[src/rtl/rlbp_stream_engine.sv]
// Wishbone-mapped LBP engine: assembles 3x3 windows, computes plain or rotation-invariant
// 8-bit codes, buffers them in a FIFO and drains them by register reads or a serial port.
module rlbp_stream_engine #(
    parameter int         PIX_W      = 8,
    parameter int         FIFO_DEPTH = 8,
    parameter int         CLK_DIV    = 4,
    parameter logic [3:0] BASE_NIB   = 4'h3
) (
    input  logic        clk,
    input  logic        rst,
    input  logic        wbs_cyc_i,
    input  logic        wbs_stb_i,
    input  logic        wbs_we_i,
    input  logic [3:0]  wbs_sel_i,
    input  logic [31:0] wbs_adr_i,
    input  logic [31:0] wbs_dat_i,
    output logic        wbs_ack_o,
    output logic [31:0] wbs_dat_o,
    output logic        ser_data_o,
    output logic        ser_valid_o,
    output logic        ser_frame_o,
    output logic        irq_o
);

    localparam int AW = $clog2(FIFO_DEPTH);
    localparam int DW = (CLK_DIV > 1) ? $clog2(CLK_DIV) : 1;

    typedef enum logic [1:0] {S_IDLE, S_CMP, S_ROT, S_PUSH} state_t;

    logic              r_ack;
    logic [31:0]       r_dat;
    logic              r_en, r_ri, r_ser_en, r_irq_en;
    logic [PIX_W-1:0]  r_thr;
    logic              r_ovf, r_drop;
    logic [PIX_W-1:0]  r_pix [0:8];
    logic [3:0]        r_idx;
    state_t            r_state, w_state_nxt;
    logic [2:0]        r_rot;
    logic              r_ri_run;
    logic [7:0]        r_code, r_min;
    logic [7:0]        r_mem [0:FIFO_DEPTH-1];
    logic [AW-1:0]     r_wp, r_rp;
    logic [AW:0]       r_cnt;
    logic              r_ser_act, r_ser_frame;
    logic [7:0]        r_ser_sh;
    logic [2:0]        r_ser_bit;
    logic [DW-1:0]     r_ser_div;

    logic              w_access, w_wr, w_rd;
    logic [2:0]        w_off;
    logic              w_empty, w_full, w_busy, w_clr, w_pix_wr, w_start;
    logic              w_res_pop, w_ser_last, w_ser_start, w_pop;
    logic              w_push, w_push_ok, w_ovf_set, w_drop_set;
    logic [7:0]        w_push_code, w_cmp, w_rot, w_min_nxt;
    logic [15:0]       w_rot16;
    logic [PIX_W:0]    w_thr_sum;
    logic [31:0]       w_ctrl, w_status, w_result, w_rdata;
    logic              w_unused;

    assign w_unused = ^{wbs_adr_i, wbs_sel_i, wbs_dat_i};

    // An ack blocks the following cycle, so a master holding stb gets exactly one side effect.
    assign w_access = wbs_cyc_i & wbs_stb_i & (wbs_adr_i[31:28] == BASE_NIB) & ~r_ack;
    assign w_wr     = w_access & wbs_we_i & wbs_sel_i[0];
    assign w_rd     = w_access & ~wbs_we_i;
    assign w_off    = wbs_adr_i[4:2];

    assign w_empty    = (r_cnt == '0);
    assign w_full     = (r_cnt == (AW+1)'(FIFO_DEPTH));
    assign w_busy     = (r_state != S_IDLE);
    assign w_clr      = w_wr & (w_off == 3'd0) & wbs_dat_i[3];
    assign w_pix_wr   = w_wr & (w_off == 3'd2) & r_en;
    assign w_start    = w_pix_wr & ~w_busy & (r_idx == 4'd8);
    assign w_drop_set = w_pix_wr & w_busy;

    assign w_res_pop   = w_rd & (w_off == 3'd3) & ~r_ser_en & ~w_empty;
    assign w_ser_last  = r_ser_act & (r_ser_div == '0) & (r_ser_bit == 3'd0);
    assign w_ser_start = r_ser_en & ~w_empty & (~r_ser_act | w_ser_last) & ~w_clr;
    assign w_pop       = w_res_pop | w_ser_start;

    assign w_push_code = r_ri_run ? r_min : r_code;
    assign w_push_ok   = w_push & (~w_full | w_pop) & ~w_clr;
    assign w_ovf_set   = w_push & w_full & ~w_pop & ~w_clr;

    assign w_thr_sum = {1'b0, r_pix[8]} + {1'b0, r_thr};
    assign w_rot16   = {r_code, r_code} >> r_rot;
    assign w_rot     = w_rot16[7:0];
    assign w_min_nxt = (w_rot < r_min) ? w_rot : r_min;

    always_comb begin
        w_cmp = '0;
        for (int k = 0; k < 8; k++) w_cmp[k] = ({1'b0, r_pix[k]} >= w_thr_sum);
    end

    always_comb begin
        w_ctrl              = '0;
        w_ctrl[0]           = r_en;
        w_ctrl[1]           = r_ri;
        w_ctrl[2]           = r_ser_en;
        w_ctrl[4]           = r_irq_en;
        w_ctrl[8 +: PIX_W]  = r_thr;
    end

    assign w_status = {16'd0, 8'(r_cnt), 3'd0, r_drop, r_ovf, w_busy, w_full, w_empty};
    assign w_result = w_res_pop ? {23'd0, 1'b1, r_mem[r_rp]} : 32'd0;

    always_comb begin
        w_rdata = '0;
        case (w_off)
            3'd0:    w_rdata = w_ctrl;
            3'd1:    w_rdata = w_status;
            3'd3:    w_rdata = w_result;
            default: w_rdata = '0;
        endcase
    end

    always_ff @(posedge clk) begin
        if (rst) begin
            r_ack <= 1'b0;
            r_dat <= '0;
        end else begin
            r_ack <= w_access;
            r_dat <= w_rd ? w_rdata : 32'd0;
        end
    end

    always_ff @(posedge clk) begin
        if (rst) begin
            r_en     <= 1'b0;
            r_ri     <= 1'b0;
            r_ser_en <= 1'b0;
            r_irq_en <= 1'b0;
            r_thr    <= '0;
            r_ovf    <= 1'b0;
            r_drop   <= 1'b0;
            r_idx    <= '0;
            for (int i = 0; i < 9; i++) r_pix[i] <= '0;
        end else begin
            if (w_wr && w_off == 3'd0) begin
                r_en     <= wbs_dat_i[0];
                r_ri     <= wbs_dat_i[1];
                r_ser_en <= wbs_dat_i[2];
                r_irq_en <= wbs_dat_i[4];
                r_thr    <= wbs_dat_i[8 +: PIX_W];
            end
            r_ovf  <= w_ovf_set  | (r_ovf  & ~(w_wr && w_off == 3'd1 && wbs_dat_i[3]));
            r_drop <= w_drop_set | (r_drop & ~(w_wr && w_off == 3'd1 && wbs_dat_i[4]));
            if (w_pix_wr && !w_busy) begin
                r_pix[r_idx] <= wbs_dat_i[PIX_W-1:0];
                r_idx        <= (r_idx == 4'd8) ? 4'd0 : r_idx + 4'd1;
            end else if (w_busy && !r_en) begin
                r_idx <= '0;
            end
        end
    end

    always_ff @(posedge clk) begin
        if (rst) r_state <= S_IDLE;
        else     r_state <= w_state_nxt;
    end

    always_comb begin
        w_state_nxt = r_state;
        w_push      = 1'b0;
        case (r_state)
            S_IDLE:  if (w_start) w_state_nxt = S_CMP;
            S_CMP:   w_state_nxt = r_ri ? S_ROT : S_PUSH;
            S_ROT:   if (r_rot == 3'd7) w_state_nxt = S_PUSH;
            S_PUSH: begin
                w_push      = 1'b1;
                w_state_nxt = S_IDLE;
            end
            default: w_state_nxt = S_IDLE;
        endcase
        // Disabling mid-compute abandons the window without pushing.
        if (r_state != S_IDLE && !r_en) begin
            w_state_nxt = S_IDLE;
            w_push      = 1'b0;
        end
    end

    always_ff @(posedge clk) begin
        if (rst) begin
            r_code   <= '0;
            r_min    <= '0;
            r_rot    <= '0;
            r_ri_run <= 1'b0;
        end else begin
            case (r_state)
                S_CMP: begin
                    r_code   <= w_cmp;
                    r_min    <= 8'hFF;
                    r_rot    <= '0;
                    r_ri_run <= r_ri;
                end
                S_ROT: begin
                    r_min <= w_min_nxt;
                    r_rot <= r_rot + 3'd1;
                end
                default: ;
            endcase
        end
    end

    always_ff @(posedge clk) begin
        if (rst || w_clr) begin
            r_wp  <= '0;
            r_rp  <= '0;
            r_cnt <= '0;
            for (int i = 0; i < FIFO_DEPTH; i++) r_mem[i] <= '0;
        end else begin
            if (w_push_ok) begin
                r_mem[r_wp] <= w_push_code;
                r_wp        <= r_wp + 1'b1;
            end
            if (w_pop) r_rp <= r_rp + 1'b1;
            r_cnt <= r_cnt + (AW+1)'(w_push_ok) - (AW+1)'(w_pop);
        end
    end

    always_ff @(posedge clk) begin
        if (rst || w_clr) begin
            r_ser_act   <= 1'b0;
            r_ser_frame <= 1'b0;
            r_ser_sh    <= '0;
            r_ser_bit   <= '0;
            r_ser_div   <= '0;
        end else begin
            r_ser_frame <= 1'b0;
            if (w_ser_start) begin
                r_ser_act   <= 1'b1;
                r_ser_frame <= 1'b1;
                r_ser_sh    <= r_mem[r_rp];
                r_ser_bit   <= 3'd7;
                r_ser_div   <= DW'(CLK_DIV - 1);
            end else if (r_ser_act) begin
                if (r_ser_div != '0) begin
                    r_ser_div <= r_ser_div - 1'b1;
                end else if (r_ser_bit == 3'd0) begin
                    r_ser_act <= 1'b0;
                    r_ser_sh  <= '0;
                end else begin
                    r_ser_bit <= r_ser_bit - 3'd1;
                    r_ser_sh  <= {r_ser_sh[6:0], 1'b0};
                    r_ser_div <= DW'(CLK_DIV - 1);
                end
            end
        end
    end

    assign wbs_ack_o   = r_ack;
    assign wbs_dat_o   = r_dat;
    assign ser_data_o  = r_ser_act & r_ser_sh[7];
    assign ser_valid_o = r_ser_act;
    assign ser_frame_o = r_ser_frame;
    assign irq_o       = r_irq_en & ~w_empty;

endmodule

[config.mk]
export PLATFORM = sky130hd
export DESIGN_NAME = rlbp_stream_engine
export DESIGN_NICKNAME = d
export VERILOG_FILES = /design/src/rtl/rlbp_stream_engine.sv
export SDC_FILE = /design/constraint.sdc
export NUM_CORES = 1
export LEC_CHECK = 0
export ABC_AREA = 1
export BUFFER_PORTS_ARGS = -buffer_cell sky130_fd_sc_hd__buf_2
export CAP_MARGIN = 20
export CELL_PAD_IN_SITES_DETAIL_PLACEMENT = 0
export CELL_PAD_IN_SITES_GLOBAL_PLACEMENT = 1
export CORE_MARGIN = 2
export CORE_UTILIZATION = 46
export CTS_CLUSTER_DIAMETER = 150
export CTS_CLUSTER_SIZE = 30
export DETAILED_ROUTE_END_ITERATION = 10
export GPL_TIMING_DRIVEN = 0
export HOLD_SLACK_MARGIN = 0.06
export PLACE_DENSITY_LB_ADDON = 0.1
export SYNTH_ARGS = -nofsm -noshare
export SYNTH_HDL_FRONTEND = slang
export SYNTH_SLANG_ARGS = --single-unit
[constraint.sdc]
create_clock -name clk -period 3 [get_ports clk]
set_input_delay 0.6 -clock clk [delete_from_list [all_inputs] [get_ports clk]]
set_output_delay 0.6 -clock clk [all_outputs]
set_load 0.05 [all_outputs]
==> run summary, run 1 <==
Status = finished clean
Post-synthesis sequential area ratio = 49.6%
Skew final = 0.0321 ns
WL/cell = 16.9 um
GRT met2 Usage = 37.7%
Most frequent cell after synthesis = nor2_1
Worst ir drop on vdd = 0.346 mV
Clock share of power = 25.8%
CTS Buf Count = 11
Fraction of registers with async set or reset after synthesis = 0%
GPL Wtd Cong = 0.815
Netlist cell types = 44
Post-CTS Hold Buffers = 0
Busiest layer in global routing = met2
GR Util met3 = 2.62%
Worst skew pair latency = 0.49 ns
CTS tree = built
Gr usage total = 21.9%
Area growth syn-to-layout = 10.6%
Type of the worst setup path = flip-flop to flip-flop
Clock Sinks = 221
Synthesized cell area = 0.0117 sq mm
Fin Hold WS = 0.337 ns
M1 GR Usage = 29.1%
Ports = 110
Synth Flop Type = edfxtp_1
Post-DRT Antenna Nets = 0
Routed vias/inst = 5.18
Power Density = 510 mW/mm^2
Final Total Pwr = 6.59 mW
Final min period = 2.82 ns
Sequential Power Share = 51.9%
Die width = 163 um
Slowest cell delay on critical path = 0.39 ns
Clock transition at path regs = 0.12 ns
Switching Fraction = 31.6%
CTS Root Cell = clkbuf_16
Core footprint = 0.0250 sq mm
NetSw = 2.08 mW
Initial Utilization = 46.6%
Post-synth EDFFs = 136
Synth top area share = 35.0%
Htree depth = 1
Antenna violations before repair = 0
Type of the tightest min-delay check = input port to flip-flop
Worst-case clock buffer depth = 3
P_int = 4.51 mW
Share of post-route cells with drive strength above 1 = 12.0%
Vias in the first global route = 8336
Die area = 0.0267 sq mm
Total of max-cap violations = 0
Crit end category = flip-flop
Fmax = 0.355 GHz
CP required = 3.37 ns
CP max stage cell = edfxtp_1
Max-slew headroom = 25.2%
Comb power frac = 22.3%
Synth top area cells = edfxtp_1 (35%), dfxtp_1 (15%), ha_1 (11%)
Synth Register Bits = 221
Initial drt markers = 548
First-pass GRT wire length = 44.8 mm
# rows = 58
Via Count = 8812
Largest net degree at the start of global routing = 32
Routed WL = 28.8 mm
Critical path arrival = 3.19 ns
Final Cycle Share = 94.0%
Grt total ovfl = 0
Cell accounting for the most synthesized area = edfxtp_1
Commonest cells post-synth = nor2_1 (226), nand2_1 (223), edfxtp_1 (136)
Fill cells = 2417
ANT cells = 0
Yosys warns = 0
CP Launch Type = flip-flop
Pleak = 5.51 nW
Detailed Place HPWL = 21.0 mm
Final setup viols = 0
Die height = 163 um
Cells after Synth = 1271
# port buffers = 49
Final hold violations = 0
DR pass1 iterations = 5
Worst Tran Pin Value = 1.12 ns
Reg2Reg Setup Slack = 0.18 ns
Residual DRC = 0
Nets = 1543
Slew Viols, Final = 0
Cells along the critical path = ha_2 -> a21oi_1 -> nand2_1 -> a21oi_1 -> o21ai_1 -> nand2_1 -> nand2_1 -> a21oi_1 -> xor2_1 -> buf_4 -> buf_12 -> ha_1 -> nand4_1 -> nand3b_1 -> nand2_1 -> a21oi_1
Syn Area/Cell = 9.18 sq um
CP max FO = 5
final cells by class:
cell class | instances | area [sq um] | area share, %
multi-input combinational | 899 | 5290 | 41.0
clock buffer | 16 | 294 | 2.28
inverter | 123 | 462 | 3.58
tap | 330 | 413 | 3.20
sequential | 221 | 5790 | 44.8
timing repair buffer | 69 | 412 | 3.19
buffer | 43 | 233 | 1.80
clock inverter | 1 | 20.0 | 0.155
path summary, 6_finish.rpt:
kind,cells past startpoint,from,to
setup / recovery,16,r_pix[8][2],r_code[1]
hold / removal,3,wbs_dat_i[10],r_thr[2]
setup reg to reg,16,r_pix[8][2],r_code[1]
hold reg to reg,2,r_ser_sh[4],r_ser_sh[4]
placed cells by master (no fill, tap or decap), drive strengths merged:
master   instances
nor2           242
nand2          230
edfxtp         136
inv            114
ha             100
buf             93
dfxtp           85
o21ai           84
a21oi           71
nand3           62
clkbuf          35
nand4           17
conb            16
a31oi           13
o22ai           12
nor3            11
clkinv          10
nand3b           8
o221ai           7
xnor2            5
xor2             4
a22oi            3
or2              2
o211ai           2
fa               2
a21boi           1
a2111oi          1
mux2i            1
a211o            1
a32o             1
o31ai            1
o32ai            1
a211oi           1
power groups by stage:
stage                     sequential [mW]  clock [mW]  combinational, mW
after floorplan                      3.47           0              0.967
after global placement               3.49           0               1.37
after detailed placement             3.49           0               1.44
after CTS                            3.42        1.73               1.46
after global routing                 3.44        1.83               1.66
final                                3.42        1.70               1.47
layer usage:
layer | up-vias | share of wire [%]
met1 | 4113 | 46
met3 | 44 | 4.6
met2 | 180 | 47
li1 | 4475 | -
met4 | 0 | 2.4
met5 | - | 0
repair_timing:
| item | 4_1_cts | 5_1_grt |
|---|---|---|
| endpoints found under the setup margin | 15 | 17 |
| pin swaps | 3 | 5 |
| buffers inserted | 3 | 6 |
| resized for setup | 3 | 14 |
stage by stage:
| step | util, % | instances | setup slack [ns] | cell area (sq um) | TNS, ns |
|---|---|---|---|---|---|
| 5_1_grt | 51.6 | 1702 | -0.0117 | 12900 | -0.0117 |
| 4_1_cts | 51.2 | 1696 | 0.0250 | 12800 | 0 |
| 3_5_place_dp | 49.8 | 1676 | -0.257 | 12500 | -1.99 |
| 2_1_floorplan | - | 1286 | 0.237 | 11700 | 0 |
| 3_3_place_gp | 49.5 | 1665 | -0.559 | 12400 | -5.75 |
| 6_report | 51.6 | 1702 | 0.179 | 12900 | 0 |
worst max-delay path: cells and delay by family (launching register included):
| family | cells | cell delay (ns) |
|---|---|---|
| AO/OA/AOI/OAI | 5 | 0.64 |
| XOR/XNOR | 1 | 0.24 |
| adder cells (fa/ha/maj) | 2 | 0.55 |
| buffers and inverters | 2 | 0.31 |
| flip-flops | 1 | 0.39 |
| AND/OR/NAND/NOR | 6 | 0.55 |
state kept, by name, summed over array words and instances, names as in the netlist, 3 cells and up, named ones only:
register	cells
r_wp	3
r_ser_bit	3
wbs_dat_o	16
r_mem	64
r_code	8
r_cnt	4
r_ser_sh	8
r_rot	3
r_rp	3
r_thr	8
r_pix	72
r_min	8
r_idx	4
kinds of logic (layout without fill, tap and decap cells):
| logic type | count (synthesis) | after routing | synth area share, % |
|---|---|---|---|
| and+or+nand+nor | 572 | 572 | 23.1 |
| DFF | 221 | 221 | 49.6 |
| AOI/OAI and AO/OA | 199 | 199 | 9.50 |
| buffers and inverters | 166 | 252 | 5.94 |
| adders and majority gates | 102 | 102 | 11.1 |
| xor gates and xnor gates | 9 | 9 | 0.675 |
| other | 1 | 16 | 0.0321 |
| muxes | 1 | 1 | 0.0858 |
Note: power is estimated with default switching activity, not from simulation.
==> run 2: changes to the inputs <==
--- a/config.mk
+++ b/config.mk
@@ -17,7 +17,7 @@
 export DETAILED_ROUTE_END_ITERATION = 10
 export GPL_TIMING_DRIVEN = 0
 export HOLD_SLACK_MARGIN = 0.06
-export PLACE_DENSITY_LB_ADDON = 0.1
+export PLACE_DENSITY = 0.85
 export SYNTH_ARGS = -nofsm -noshare
 export SYNTH_HDL_FRONTEND = slang
 export SYNTH_SLANG_ARGS = --single-unit
==> run 2 against run 1 <==
Effect of this change:
- global-route usage decreased by 1.3 points
- register-to-register slack barely moved
- routed wire length down 6.0%
- die area stayed put
==> run summary, run 2 (synthesis gave the netlist of run 1 again) <==
Power Density = 505 mW/mm^2 (was 510 mW/mm^2)
Residual DRC = 0 (unchanged)
Max-slew headroom = 31.8% (was 25.2%)
CTS Root Cell = clkbuf_16 (unchanged)
Share of post-route cells with drive strength above 1 = 11.9% (was 12.0%)
Cells along the critical path = ha_4 -> nand3_1 -> nand2_1 -> a21oi_1 -> o21ai_1 -> nand2_1 -> nand2_1 -> a21oi_4 -> xor2_4 -> buf_12 -> ha_1 -> nand2_1 -> nor2_1 -> nand3_1 -> nand3_1 -> nand2_1 -> a21oi_1 (was ha_2 -> a21oi_1 -> nand2_1 -> a21oi_1 -> o21ai_1 -> nand2_1 -> nand2_1 -> a21oi_1 -> xor2_1 -> buf_4 -> buf_12 -> ha_1 -> nand4_1 -> nand3b_1 -> nand2_1 -> a21oi_1)
Clock transition at path regs = 0.11 ns (was 0.12 ns)
Initial Utilization = 46.6% (unchanged)
Worst Tran Pin Value = 0.995 ns (was 1.12 ns)
Initial drt markers = 582 (was 548)
Crit path buf inv count = 1 (was 2)
Status = finished clean (unchanged)
ANT cells = 0 (unchanged)
CTS Buf Count = 11 (unchanged)
Crit end category = flip-flop (unchanged)
# rows = 58 (unchanged)
Routed WL = 27.1 mm (was 28.8 mm)
Slew Viols, Final = 0 (unchanged)
CP required = 3.41 ns (was 3.37 ns)
Slowest cell delay on critical path = 0.43 ns (was 0.39 ns)
Most frequent cells in the layout = nor2_1 (226), nand2_1 (220), edfxtp_1 (136), inv_1 (109), ha_1 (98) (was nor2_1 (226), nand2_1 (221), edfxtp_1 (136), inv_1 (109), ha_1 (98))
Post-DRT Antenna Nets = 0 (unchanged)
Area growth syn-to-layout = 10.7% (was 10.6%)
Fmax = 0.355 GHz (about the same)
Nets = 1537 (was 1543)
Final min period = 2.82 ns (about the same)
Antenna violations before repair = 0 (unchanged)
CTS tree = built (unchanged)
Grt total ovfl = 0 (unchanged)
CP max stage cell = edfxtp_1 (unchanged)
Pleak = 5.48 nW (was 5.51 nW)
GPL Wtd Cong = 0.872 (was 0.815)
Type of the tightest min-delay check = input port to flip-flop (unchanged)
Clock Sinks = 221 (unchanged)
CP delay by family, top = simple AND/OR/NAND/NOR gates (was compound AO/OA/AOI/OAI gates)
Dpl cells = 1673 (was 1676)
Final core occ = 51.6% (about the same)
Top reg by flops = r_pix (unchanged)
Critical path arrival = 3.23 ns (was 3.19 ns)
Worst skew pair latency = 0.48 ns (was 0.49 ns)
CP max FO = 6 (was 5)
Worst ir drop on vdd = 0.437 mV (was 0.346 mV)
Die height = 163 um (unchanged)
Most common cell after layout, fill and taps aside = nor2_1 (unchanged)
Via Count = 8895 (was 8812)
WL/cell = 16.0 um (was 16.9 um)
Final worst setup slack = 0.182 ns (was 0.179 ns)
# port buffers = 49 (unchanged)
DR pass1 iterations = 7 (was 5)
Die width = 163 um (unchanged)
Total of max-cap violations = 0 (unchanged)
First-pass GRT wire length = 43.0 mm (was 44.8 mm)
Die area = 0.0267 sq mm (unchanged)
Core footprint = 0.0250 sq mm (unchanged)
Largest net degree at the start of global routing = 32 (unchanged)
Routed vias/inst = 5.24 (was 5.18)
Non-Filler Instances = 1696 (was 1702)
Htree depth = 1 (unchanged)
Detailed Place HPWL = 20.1 mm (was 21.0 mm)
Vias in the first global route = 8480 (was 8336)
Final setup viols = 0 (unchanged)
Ports = 110 (unchanged)
Most used cell, CP = nand2_1
Final hold violations = 0 (unchanged)
Skew final = 0.0231 ns (was 0.0321 ns)
DP Worst Slack = -0.399 ns (was -0.257 ns)
Type of the worst setup path = flip-flop to flip-flop (unchanged)
Gr usage total = 20.6% (was 21.9%)
Worst-case clock buffer depth = 3 (unchanged)
CP Launch Type = flip-flop (unchanged)
Max FFs per register = 72 (unchanged)
Final Cycle Share = 93.9% (was 94.0%)
[run 2: cell type report]
type	instances	area (sq um)
fillers	2320	12100
flip-flops and latches	221	5790
multi-input cells	899	5350
inverters	123	462
well taps	330	413
repair buffers	63	365
clock buffers	16	294
plain buffers	43	233
clock inverters	1	20.0
[run 2: routing by layer]
layer	share of wire [%]	global-route usage (%)
met2	46	34.2
met3	5.9	2.23
met1	46	28.8
met4	2.0	5.19
met5	0	0
[run 2: power breakdown]
group	internal, mW	leakage [nW]	switching [mW]
clock network	0.711	0.151	0.957
logic	0.436	3.29	0.994
registers	3.35	2.04	0.0757
[run 2: path summary, 6_finish.rpt]
path                 startpoint     endpoint  slack [ns]  cells past startpoint
setup / recovery    r_pix[8][2]    r_code[5]        0.18                     17
hold / removal    wbs_dat_i[10]     r_thr[2]        0.36                      3
setup reg to reg    r_pix[8][2]    r_code[5]        0.18                     17
hold reg to reg     r_ser_sh[5]  r_ser_sh[5]        0.48                      2
[run 2: metrics by stage]
step           total power, mW  area [sq um]  setup TNS (ns)  hold slack, ns
6_report                  6.52         12900               0           0.362
5_1_grt                   6.86         12900        -0.00633           0.373
4_1_cts                   6.53         12800               0           0.356
3_5_place_dp              4.87         12400           -2.93           0.463
3_3_place_gp              4.81         12400           -4.15           0.452
2_1_floorplan             4.43         11700               0           0.439
[run 2: tightest hold or removal path, stage by stage]
cell and delay, ns:
buf_2 0.07, nor3_1 0.04, nor2_1 0.08
[run 2: what timing repair did]
item / 4_1_cts / 5_1_grt
resized for setup: 5 / 17
cloned: 0 / 0
setup endpoints to repair: 16 / 19
setup buffers: 3 / 2
pin swaps: 2 / 3
hold buffers: 0 / 0
